`src/rtl/load_store_unit_if.sv`:
```
// Request/response bundle between the RV32I execute stage (master) and the
// load/store unit (slave).
interface load_store_unit_if;
   logic        req_valid;
   logic        req_ready;
   logic        req_we;
   logic [2:0]  req_funct3;
   logic [31:0] req_addr;
   logic [31:0] req_wdata;
   logic        resp_valid;
   logic [31:0] resp_rdata;
   logic        resp_fault;

   modport master (
      output req_valid, req_we, req_funct3, req_addr, req_wdata,
      input  req_ready, resp_valid, resp_rdata, resp_fault
   );

   modport slave (
      input  req_valid, req_we, req_funct3, req_addr, req_wdata,
      output req_ready, resp_valid, resp_rdata, resp_fault
   );
endinterface

```
`src/rtl/load_store_unit.sv`:
```
// Load/store unit: turns byte-addressed RV32I loads/stores into accesses on a
// word-only RAM port. Sub-word stores are read-modify-write because the RAM has
// no byte enables. Illegal funct3, misaligned, out-of-range and RAM seg-fault
// accesses are reported through resp_fault.
// Optional macro LSU_FAULT_ADDR_EN adds a fault_addr output that records the
// byte address of the most recent faulted request.
module load_store_unit #(
   parameter int ADDR_W       = 11,
   parameter int FAULT_ON_OOR = 1
) (
   input  logic               clk,
   input  logic               rst,
   load_store_unit_if.slave   bus,
`ifdef LSU_FAULT_ADDR_EN
   output logic [31:0]        fault_addr,
`endif
   output logic [ADDR_W-1:0]  ram_addr,
   output logic [31:0]        ram_din,
   output logic               ram_write_en,
   input  logic [31:0]        ram_dout,
   input  logic               ram_seg_fault
);

   typedef enum logic [2:0] {
      ST_IDLE       = 3'd0,
      ST_ACCESS     = 3'd1,
      ST_CAPTURE    = 3'd2,
      ST_MERGE      = 3'd3,
      ST_RESP       = 3'd4,
      ST_FAULT_RESP = 3'd5
   } state_t;

   state_t             state_r, state_nx_s;
   logic               we_r;
   logic [2:0]         funct3_r;
   logic [1:0]         off_r;
   logic               seg_r;
   logic               resp_valid_r, resp_fault_r;
   logic [31:0]        resp_rdata_r;
   logic [ADDR_W-1:0]  ram_addr_r;
   logic [31:0]        ram_din_r;
   logic               ram_write_en_r;
   logic               accept_s, req_bad_s, seg_any_s;

   function automatic logic funct3_illegal_f(input logic we, input logic [2:0] f3);
      logic bad;
      if (we) bad = (f3 > 3'b010);
      else    bad = (f3 == 3'b011) || (f3 == 3'b110) || (f3 == 3'b111);
      return bad;
   endfunction

   function automatic logic misaligned_f(input logic [2:0] f3, input logic [1:0] off);
      logic bad;
      case (f3[1:0])
         2'b01:   bad = off[0];
         2'b10:   bad = (off != 2'b00);
         default: bad = 1'b0;
      endcase
      return bad;
   endfunction

   function automatic logic [31:0] load_extend_f(input logic [2:0] f3, input logic [1:0] off,
                                                 input logic [31:0] word);
      logic [31:0] shifted;
      logic [7:0]  b;
      logic [15:0] h;
      logic [31:0] r;
      shifted = word >> {off, 3'b000};
      b       = shifted[7:0];
      h       = off[1] ? word[31:16] : word[15:0];
      case (f3)
         3'b000:  r = {{24{b[7]}}, b};
         3'b001:  r = {{16{h[15]}}, h};
         3'b010:  r = word;
         3'b100:  r = {24'h00_0000, b};
         3'b101:  r = {16'h0000, h};
         default: r = 32'h0000_0000;
      endcase
      return r;
   endfunction

   function automatic logic [31:0] merge_f(input logic [2:0] f3, input logic [1:0] off,
                                           input logic [31:0] word, input logic [15:0] wdata);
      logic [31:0] mask, ins;
      case (f3)
         3'b000: begin
            mask = 32'h0000_00FF << {off, 3'b000};
            ins  = {24'h00_0000, wdata[7:0]} << {off, 3'b000};
         end
         3'b001: begin
            mask = off[1] ? 32'hFFFF_0000 : 32'h0000_FFFF;
            ins  = off[1] ? {wdata, 16'h0000} : {16'h0000, wdata};
         end
         default: begin
            mask = 32'h0000_0000;
            ins  = 32'h0000_0000;
         end
      endcase
      return (word & ~mask) | ins;
   endfunction

   assign bus.req_ready  = (state_r == ST_IDLE) && !rst;
   assign accept_s       = bus.req_valid && bus.req_ready;
   assign bus.resp_valid = resp_valid_r;
   assign bus.resp_fault = resp_fault_r;
   assign bus.resp_rdata = resp_rdata_r;
   assign ram_addr       = ram_addr_r;
   assign ram_write_en   = ram_write_en_r;

   // Classify the incoming request as faulting before any RAM cycle is issued.
   always_comb begin
      req_bad_s = funct3_illegal_f(bus.req_we, bus.req_funct3) ||
                  misaligned_f(bus.req_funct3, bus.req_addr[1:0]);
      if ((FAULT_ON_OOR != 0) && ((bus.req_addr >> (ADDR_W + 2)) != 32'd0)) begin
         req_bad_s = 1'b1;
      end else begin
         req_bad_s = req_bad_s;
      end
   end

   // Seg faults are only meaningful while the RAM is being addressed.
   always_comb begin
      if ((state_r == ST_ACCESS) || (state_r == ST_MERGE)) seg_any_s = seg_r | ram_seg_fault;
      else                                                 seg_any_s = seg_r;
   end

   // The merged word depends on read data that only arrives in MERGE, so the
   // write data is steered combinationally during that one cycle.
   always_comb begin
      if (state_r == ST_MERGE) ram_din = merge_f(funct3_r, off_r, ram_dout, ram_din_r[15:0]);
      else                     ram_din = ram_din_r;
   end

   // State register.
   always_ff @(posedge clk or posedge rst) begin
      if (rst) state_r <= ST_IDLE;
      else     state_r <= state_nx_s;
   end

   // Next-state decode.
   always_comb begin
      state_nx_s = state_r;
      case (state_r)
         ST_IDLE: begin
            if (accept_s) state_nx_s = req_bad_s ? ST_FAULT_RESP : ST_ACCESS;
            else          state_nx_s = ST_IDLE;
         end
         ST_ACCESS: begin
            if (we_r && (funct3_r == 3'b010)) state_nx_s = ST_RESP;
            else if (we_r)                    state_nx_s = ST_MERGE;
            else                              state_nx_s = ST_CAPTURE;
         end
         ST_CAPTURE:    state_nx_s = ST_RESP;
         ST_MERGE:      state_nx_s = ST_RESP;
         ST_RESP:       state_nx_s = ST_IDLE;
         ST_FAULT_RESP: state_nx_s = ST_IDLE;
         default:       state_nx_s = ST_IDLE;
      endcase
   end

   // Request latch, RAM port registers and response registers.
   always_ff @(posedge clk or posedge rst) begin
      if (rst) begin
         we_r           <= 1'b0;
         funct3_r       <= 3'b000;
         off_r          <= 2'b00;
         seg_r          <= 1'b0;
         ram_addr_r     <= '0;
         ram_din_r      <= 32'h0000_0000;
         ram_write_en_r <= 1'b0;
         resp_valid_r   <= 1'b0;
         resp_fault_r   <= 1'b0;
         resp_rdata_r   <= 32'h0000_0000;
      end else begin
         if (accept_s) begin
            we_r       <= bus.req_we;
            funct3_r   <= bus.req_funct3;
            off_r      <= bus.req_addr[1:0];
            seg_r      <= 1'b0;
            ram_addr_r <= bus.req_addr[ADDR_W+1:2];
            ram_din_r  <= bus.req_wdata;
         end else begin
            seg_r <= seg_any_s;
         end
         // A sub-word store whose read already faulted does not write back.
         ram_write_en_r <= ((state_nx_s == ST_ACCESS) && bus.req_we && (bus.req_funct3 == 3'b010)) ||
                           ((state_nx_s == ST_MERGE) && !ram_seg_fault);
         resp_valid_r   <= (state_nx_s == ST_RESP) || (state_nx_s == ST_FAULT_RESP);
         resp_fault_r   <= (state_nx_s == ST_FAULT_RESP) || ((state_nx_s == ST_RESP) && seg_any_s);
         if (state_r == ST_CAPTURE) begin
            resp_rdata_r <= seg_any_s ? 32'h0000_0000 : load_extend_f(funct3_r, off_r, ram_dout);
         end else if ((state_nx_s == ST_RESP) || (state_nx_s == ST_FAULT_RESP)) begin
            resp_rdata_r <= 32'h0000_0000;
         end else begin
            resp_rdata_r <= resp_rdata_r;
         end
      end
   end

`ifdef LSU_FAULT_ADDR_EN
   logic [31:0] addr_r, fault_addr_r;
   assign fault_addr = fault_addr_r;

   // Keep the full request address and capture it whenever a fault is reported.
   always_ff @(posedge clk or posedge rst) begin
      if (rst) begin
         addr_r       <= 32'h0000_0000;
         fault_addr_r <= 32'h0000_0000;
      end else begin
         if (accept_s) addr_r <= bus.req_addr;
         else          addr_r <= addr_r;
         if (resp_valid_r && resp_fault_r) fault_addr_r <= addr_r;
         else                              fault_addr_r <= fault_addr_r;
      end
   end
`endif

endmodule

```
`src/flat_wrapper.sv`:
```
// flat-port wrapper written by rule: the top's interface ports become plain ports
module load_store_unit_flat 
#(
   parameter int ADDR_W       = 11,
   parameter int FAULT_ON_OOR = 1
)
  (clk, rst, ram_addr, ram_din, ram_write_en, ram_dout, ram_seg_fault, bus_req_valid, bus_req_we, bus_req_funct3, bus_req_addr, bus_req_wdata, bus_req_ready, bus_resp_valid, bus_resp_rdata, bus_resp_fault);
  load_store_unit_if bus_i ();
  input  logic clk;
  input  logic rst;
  output logic [ADDR_W-1:0] ram_addr;
  output logic [31:0] ram_din;
  output logic ram_write_en;
  input  logic [31:0] ram_dout;
  input  logic ram_seg_fault;
  input wire logic [$bits(bus_i.req_valid)-1:0] bus_req_valid;
  input wire logic [$bits(bus_i.req_we)-1:0] bus_req_we;
  input wire logic [$bits(bus_i.req_funct3)-1:0] bus_req_funct3;
  input wire logic [$bits(bus_i.req_addr)-1:0] bus_req_addr;
  input wire logic [$bits(bus_i.req_wdata)-1:0] bus_req_wdata;
  output wire logic [$bits(bus_i.req_ready)-1:0] bus_req_ready;
  output wire logic [$bits(bus_i.resp_valid)-1:0] bus_resp_valid;
  output wire logic [$bits(bus_i.resp_rdata)-1:0] bus_resp_rdata;
  output wire logic [$bits(bus_i.resp_fault)-1:0] bus_resp_fault;
  assign bus_i.req_valid = bus_req_valid;
  assign bus_i.req_we = bus_req_we;
  assign bus_i.req_funct3 = bus_req_funct3;
  assign bus_i.req_addr = bus_req_addr;
  assign bus_i.req_wdata = bus_req_wdata;
  assign bus_req_ready = bus_i.req_ready;
  assign bus_resp_valid = bus_i.resp_valid;
  assign bus_resp_rdata = bus_i.resp_rdata;
  assign bus_resp_fault = bus_i.resp_fault;
  load_store_unit #(.ADDR_W(ADDR_W), .FAULT_ON_OOR(FAULT_ON_OOR)) u_core (.clk(clk), .rst(rst), .bus(bus_i), .ram_addr(ram_addr), .ram_din(ram_din), .ram_write_en(ram_write_en), .ram_dout(ram_dout), .ram_seg_fault(ram_seg_fault));
endmodule
```
`config.mk`:
```
export PLATFORM = sky130hd
export DESIGN_NAME = load_store_unit_flat
export DESIGN_NICKNAME = d
export VERILOG_FILES = /design/src/rtl/load_store_unit_if.sv /design/src/rtl/load_store_unit.sv /design/src/flat_wrapper.sv
export SDC_FILE = /design/constraint.sdc
export NUM_CORES = 1
export LEC_CHECK = 0
export CORE_MARGIN = 10
export CORE_UTILIZATION = 24
export CTS_CLUSTER_SIZE = 20
export DETAILED_ROUTE_END_ITERATION = 10
export GPL_TIMING_DRIVEN = 0
export SLEW_MARGIN = 20
export SYNTH_ARGS = -nofsm -noshare
export SYNTH_HDL_FRONTEND = slang
export SYNTH_SLANG_ARGS = --single-unit
```
`constraint.sdc`:
```
create_clock -name clk -period 8.4 [get_ports clk]
set_input_delay 2.1 -clock clk [delete_from_list [all_inputs] [get_ports clk]]
set_output_delay 2.1 -clock clk [all_outputs]
set_load 0.03 [all_outputs]
```
## Word level (Yosys, flattened, before mapping)

Cells that the tools add are included.

- Logic and storage cells: 80
- Register bits: 88

- Bitwise logic cells: 4
- Multiplexer cells: 22
- Equal/unequal tests: 17
- Shift-type cells: 3
- Reductions and logical operators: 22
- Order comparisons: 1

Operator list:

| cell | count |
|---|---|
| $mux 32 | 8 |
| $pmux 32 s5 | 1 |
| $pmux 32 s2 | 2 |
| $and 32x32->32 | 1 |
| $not 32->32 | 1 |
| $or 32x32->32 | 1 |
| $reduce_bool 32->1 | 1 |
| $shl 8x5->32 | 1 |
| $shl 8x5->32 const A | 1 |
| $shr 32x5->8 | 1 |
| $eq 3x2->1 const B | 6 |
| $eq 3x3->1 const B | 6 |
| $mux 16 | 1 |
| $eq 3x1->1 const B | 3 |
| $mux 3 | 3 |
| $pmux 3 s3 | 1 |
| $logic_and 1x1->1 | 7 |
| $logic_or 1x1->1 | 7 |
| $logic_not 3->1 | 2 |
| $mux 1 | 5 |
| $reduce_bool 2->1 | 2 |
| $gt 3x2->1 const B | 1 |
| $eq 2x1->1 const B | 1 |
| $eq 2x2->1 const B | 1 |
| 4 further kinds | 5 |

## Depth between registers and ports, before layout

Gate-level depths: netlist (run 1).

- Depth in word-level cells: 13
- Mapped depth: 8
- Depth with buffers taken out: 6

## Worst setup path before layout (run 1)

OpenSTA, ideal clock, no wires.

- Path kind: input-to-output
- Start point: in ram_dout[14]
- End point: out ram_din[14]
- Setup slack: 3.364 ns
- Arrival time: 2.936 ns
- Stages: 3
- Path buffers: 0
- Cells stage by stage: nor2b_1 a21oi_1 o21ai_0

- Word-level cells in the longest chain between the ends: 3

Ends and longest elaborated chain:

| item | RTL line | source |
|---|---|---|
| from (decl) | flat_wrapper.sv:14 | `input logic [31:0] ram_dout;` |
| $and 32x32->32 | load_store_unit.sv:99 | `return (word & ~mask) \| ins;` |
| $or 32x32->32 | load_store_unit.sv:99 |  |
| $mux 32 | load_store_unit.sv:130 | `if (state_r == ST_MERGE) ram_din = merge_f(funct3_r, off_r, ram_dout, ram_din_r[15:0]);` |
| to (decl) | flat_wrapper.sv:12 | `output logic [31:0] ram_din;` |

No other way between the ends.

## Final worst setup path (run 1)

- Start point: in ram_dout[10]
- End point: out ram_din[10]

Same word-level chain as after synthesis.

==> impl_metrics.tcl, run 1 <==
set metrics [dict create \
    final_common_cell "clkdlybuf4s50_1" \
    crit_path_frequent_cell "clkdlybuf4s50_1" \
    path_clk_slew_ns 0.07 \
    routedWlPerCell_um 21.95 \
    cts_root_buffer "clkbuf_16" \
    dieArea_mm2 0.03034 \
    clkSinkCount 88 \
    synth_warnings 0 \
    crit_path_start_kind "input port" \
    drtAntennaViolNets 0 \
    die_h_um 174.2 \
    crit_slowest_cell "clkdlybuf4s50_1" \
    cts_hold_buf 0 \
    slew_viol_final 0 \
    ff2ff_setup_slack_ns 6.15 \
    period_share_pct 73.10 \
    area_growth_pct 44.63 \
    portBuffers 182 \
    cts_tree "yes" \
    fin_tns_setup_ns 0 \
    synth_edf_count 0 \
    cts_setup_buffers 0 \
    ctsResizeCount 0 \
    numCtsBuffers 9 \
    hp-class "reg -> reg" \
    clock_skew_ns 0.006070 \
    crit_type "in -> out" \
    ys_seq_elements 88 \
    clk_latency_ns 0.36 \
    min_from "u_core.ram_addr[2]" \
    ir_worst_vdd_v 0.0001912 \
    finalSetupViolCount 0 \
    clock_path_buffers 2 \
    final_nets 886 \
    overflow 0 \
    crit_path_start "ram_dout[10]" \
    status "finished, final reports clean" \
    drtIter0Drc 665 \
    ys_types 57 \
    power.density_mw_per_mm2 387.3 \
    routed_wl_um 24210 \
    first_pass_iters 5 \
    worstPathMaxFanout 4 \
    crit_arrival_ns 4.04 \
    crit_path_cell_trace "clkdlybuf4s50_1 -> nor2b_1 -> a21oi_1 -> o21ai_0 -> clkdlybuf4s50_1" \
    final_hold_viol_count 0 \
    mappedNetlistArea_mm2 0.005705 \
    synth_fp_nets 692 \
    final_cell_area_mm2 0.008252 \
    ys_seq_area_share_pct 38.60 \
    antenna_found_initial 0 \
    slowest_delay_ns 0.77 \
    layout_common_cells "182 x clkdlybuf4s50_1, 88 x dfrtp_1, 55 x mux2_2" \
    period_minus_slack_ns 6.140 \
    place_area_mm2 0.007959 \
    htreeDepth 3 \
    worstPathRequired_ns 6.30 \
    relSlewSlack_pct 50.40 \
    grt_use_total_pct 15.55 \
    fmax_mhz 162.9 \
    routed_via_density 5.184 \
    fillCellCount 2416 \
    drv_cap 0 \
    drive_gt1_share_pct 14.29 \
    syn_avg_cell_area_um2 9.753 \
    dpl.hpwl_um 18990 \
    num_io_pins 183 \
    synth-async-reset-ratio_pct 100.0 \
    start_util_pct 24.38 \
    worst_pin_slew_ns 0.7407 \
    num_vias 5718 \
    r2r_start "u_core.off_r[1]" \
    end_kind "output pin" \
    synth_flop_cell "dfrtp_1" \
    p_leak_uw 0.003193 \
    grt_max_degree 67 \
    grt_first_pass_wirelength_um 36800 \
    n_antenna_cell 0 \
    grt_pass1_vias 5785 \
    gp_congestion 0.8729 \
    synthCells 585 \
    die_w_um 174.2 \
    core_mm2 0.02340 \
    rows 56 \
    rsz0062_at_grt "false" \
    drc 0 \
]
[final cells by class]
class / instances / area [um2] / share of cell area, %
Buffer: 55 / 284.0 / 3.442
Clock buffer: 11 / 252.7 / 3.063
Clock inverter: 5 / 40.04 / 0.4852
Inverter: 10 / 42.54 / 0.5155
Multi-Input combinational cell: 432 / 3182 / 38.56
Sequential cell: 88 / 2202 / 26.69
Tap cell: 319 / 399.1 / 4.837
Timing Repair Buffer: 183 / 1849 / 22.41
[cell usage after synthesis (4+ instances only)]
library cell  instances  area [um2]
inv_1                10       37.54
nor3_1                9       45.04
nor2_1                5       18.77
and3_1               10       62.56
nand2_1              23       86.33
o221ai_1             13       113.9
nand3b_1              8       60.06
a222oi_1              8       80.08
a211oi_1             16       120.1
clkbuf_1             34       127.6
o21ai_0              27       135.1
a31oi_1              33       206.5
dfrtp_1              88        2202
mux2_2               55       619.3
buf_6                 7       78.83
o22a_1                7       61.31
o31ai_1               9       67.56
nand2b_1              6       37.54
and4_1                8       70.07
a21boi_0              9       67.56
a22oi_1               8       60.06
nand3_1              33       165.2
and2_1               33       206.5
o211ai_1             31       232.7
nor2b_1              18       112.6
buf_2                11       55.05
a21oi_1              19       95.09
nor4_1                4       25.02
[state kept, by name, summed over array words and instances (netlist names), 2 cells and up]
signal and count:
u_core.bus.resp_rdata 32, u_core.ram_din_r 32, u_core.ram_addr 11, u_core.funct3_r 3, u_core.state_r 3, u_core.off_r 2
[critical path: cells and delay by family]
family                 cells  cell delay [ns]
buffers and inverters      2             1.43
AO/OA/AOI/OAI              2             0.32
AND/OR/NAND/NOR            1             0.19
[cell families (layout without fill, tap and decap cells)]
logic type	after synthesis	count (layout)	synth area share [%]
mux	57	57	11.43
compound gates	198	198	24.91
buf+inv	65	264	5.636
simple gates	174	174	18.77
fa+ha+maj	3	3	0.6580
flops	88	88	38.60
[through the flow]
| stage | hold WS [ns] | setup slack [ns] | power (uW) | util [%] | std cells |
|---|---|---|---|---|---|
| after detailed placement | 0.4923 | 2.296 | 2788 | 34.01 | 1087 |
| after floorplan | 0.4715 | 3.364 | 2002 | - | 585 |
| final | 0.5034 | 2.260 | 3196 | 35.26 | 1103 |
| after CTS | 0.5090 | 2.274 | 3210 | 35.26 | 1103 |
| after global routing | 0.5190 | 2.217 | 3404 | 35.26 | 1103 |
| after global placement | 0.4861 | 2.161 | 2767 | 33.87 | 1086 |
[power by group]
part	switching (uW)	internal (uW)
logic	1130	823
registers	200	632
clock network	191	219
total	1520	1670
[path summary, 6_finish.rpt]
kind | to | cells past startpoint
setup / recovery | ram_din[10] | 5
hold / removal | u_core.ram_addr[2] | 1
setup reg to reg | u_core.bus.resp_rdata[3] | 6
hold reg to reg | u_core.ram_addr[2] | 1
max in group asynchronous | u_core.ram_din_r[5] | 3
min in group asynchronous | u_core.ram_addr[7] | 2
[per-layer routing]
layer  wire length [um]  global-route usage [%]
met1              10660                   20.06
met2              10640                   23.12
met3               2319                   6.132
met4                588                   5.201
met5                  0                       0
Power figures use the tool's default switching activity.
==> run 2: changes to the inputs <==
- clock period: 8.4 -> 5.4 ns (I/O delays scaled with it)
==> results of run 2 <==
The final DEF is identical to that of run 1. Status: finished, final reports clean.
Main changes from that run: setup slack after placement 2.296 ns -> 0.7956 ns; setup slack after layout 2.260 ns -> 0.7599 ns; register-to-register setup slack 6.15 ns -> 3.15 ns; total power 3196 uW -> 4971 uW; worst IR drop on VDD 0.0001912 V -> 0.0002974 V
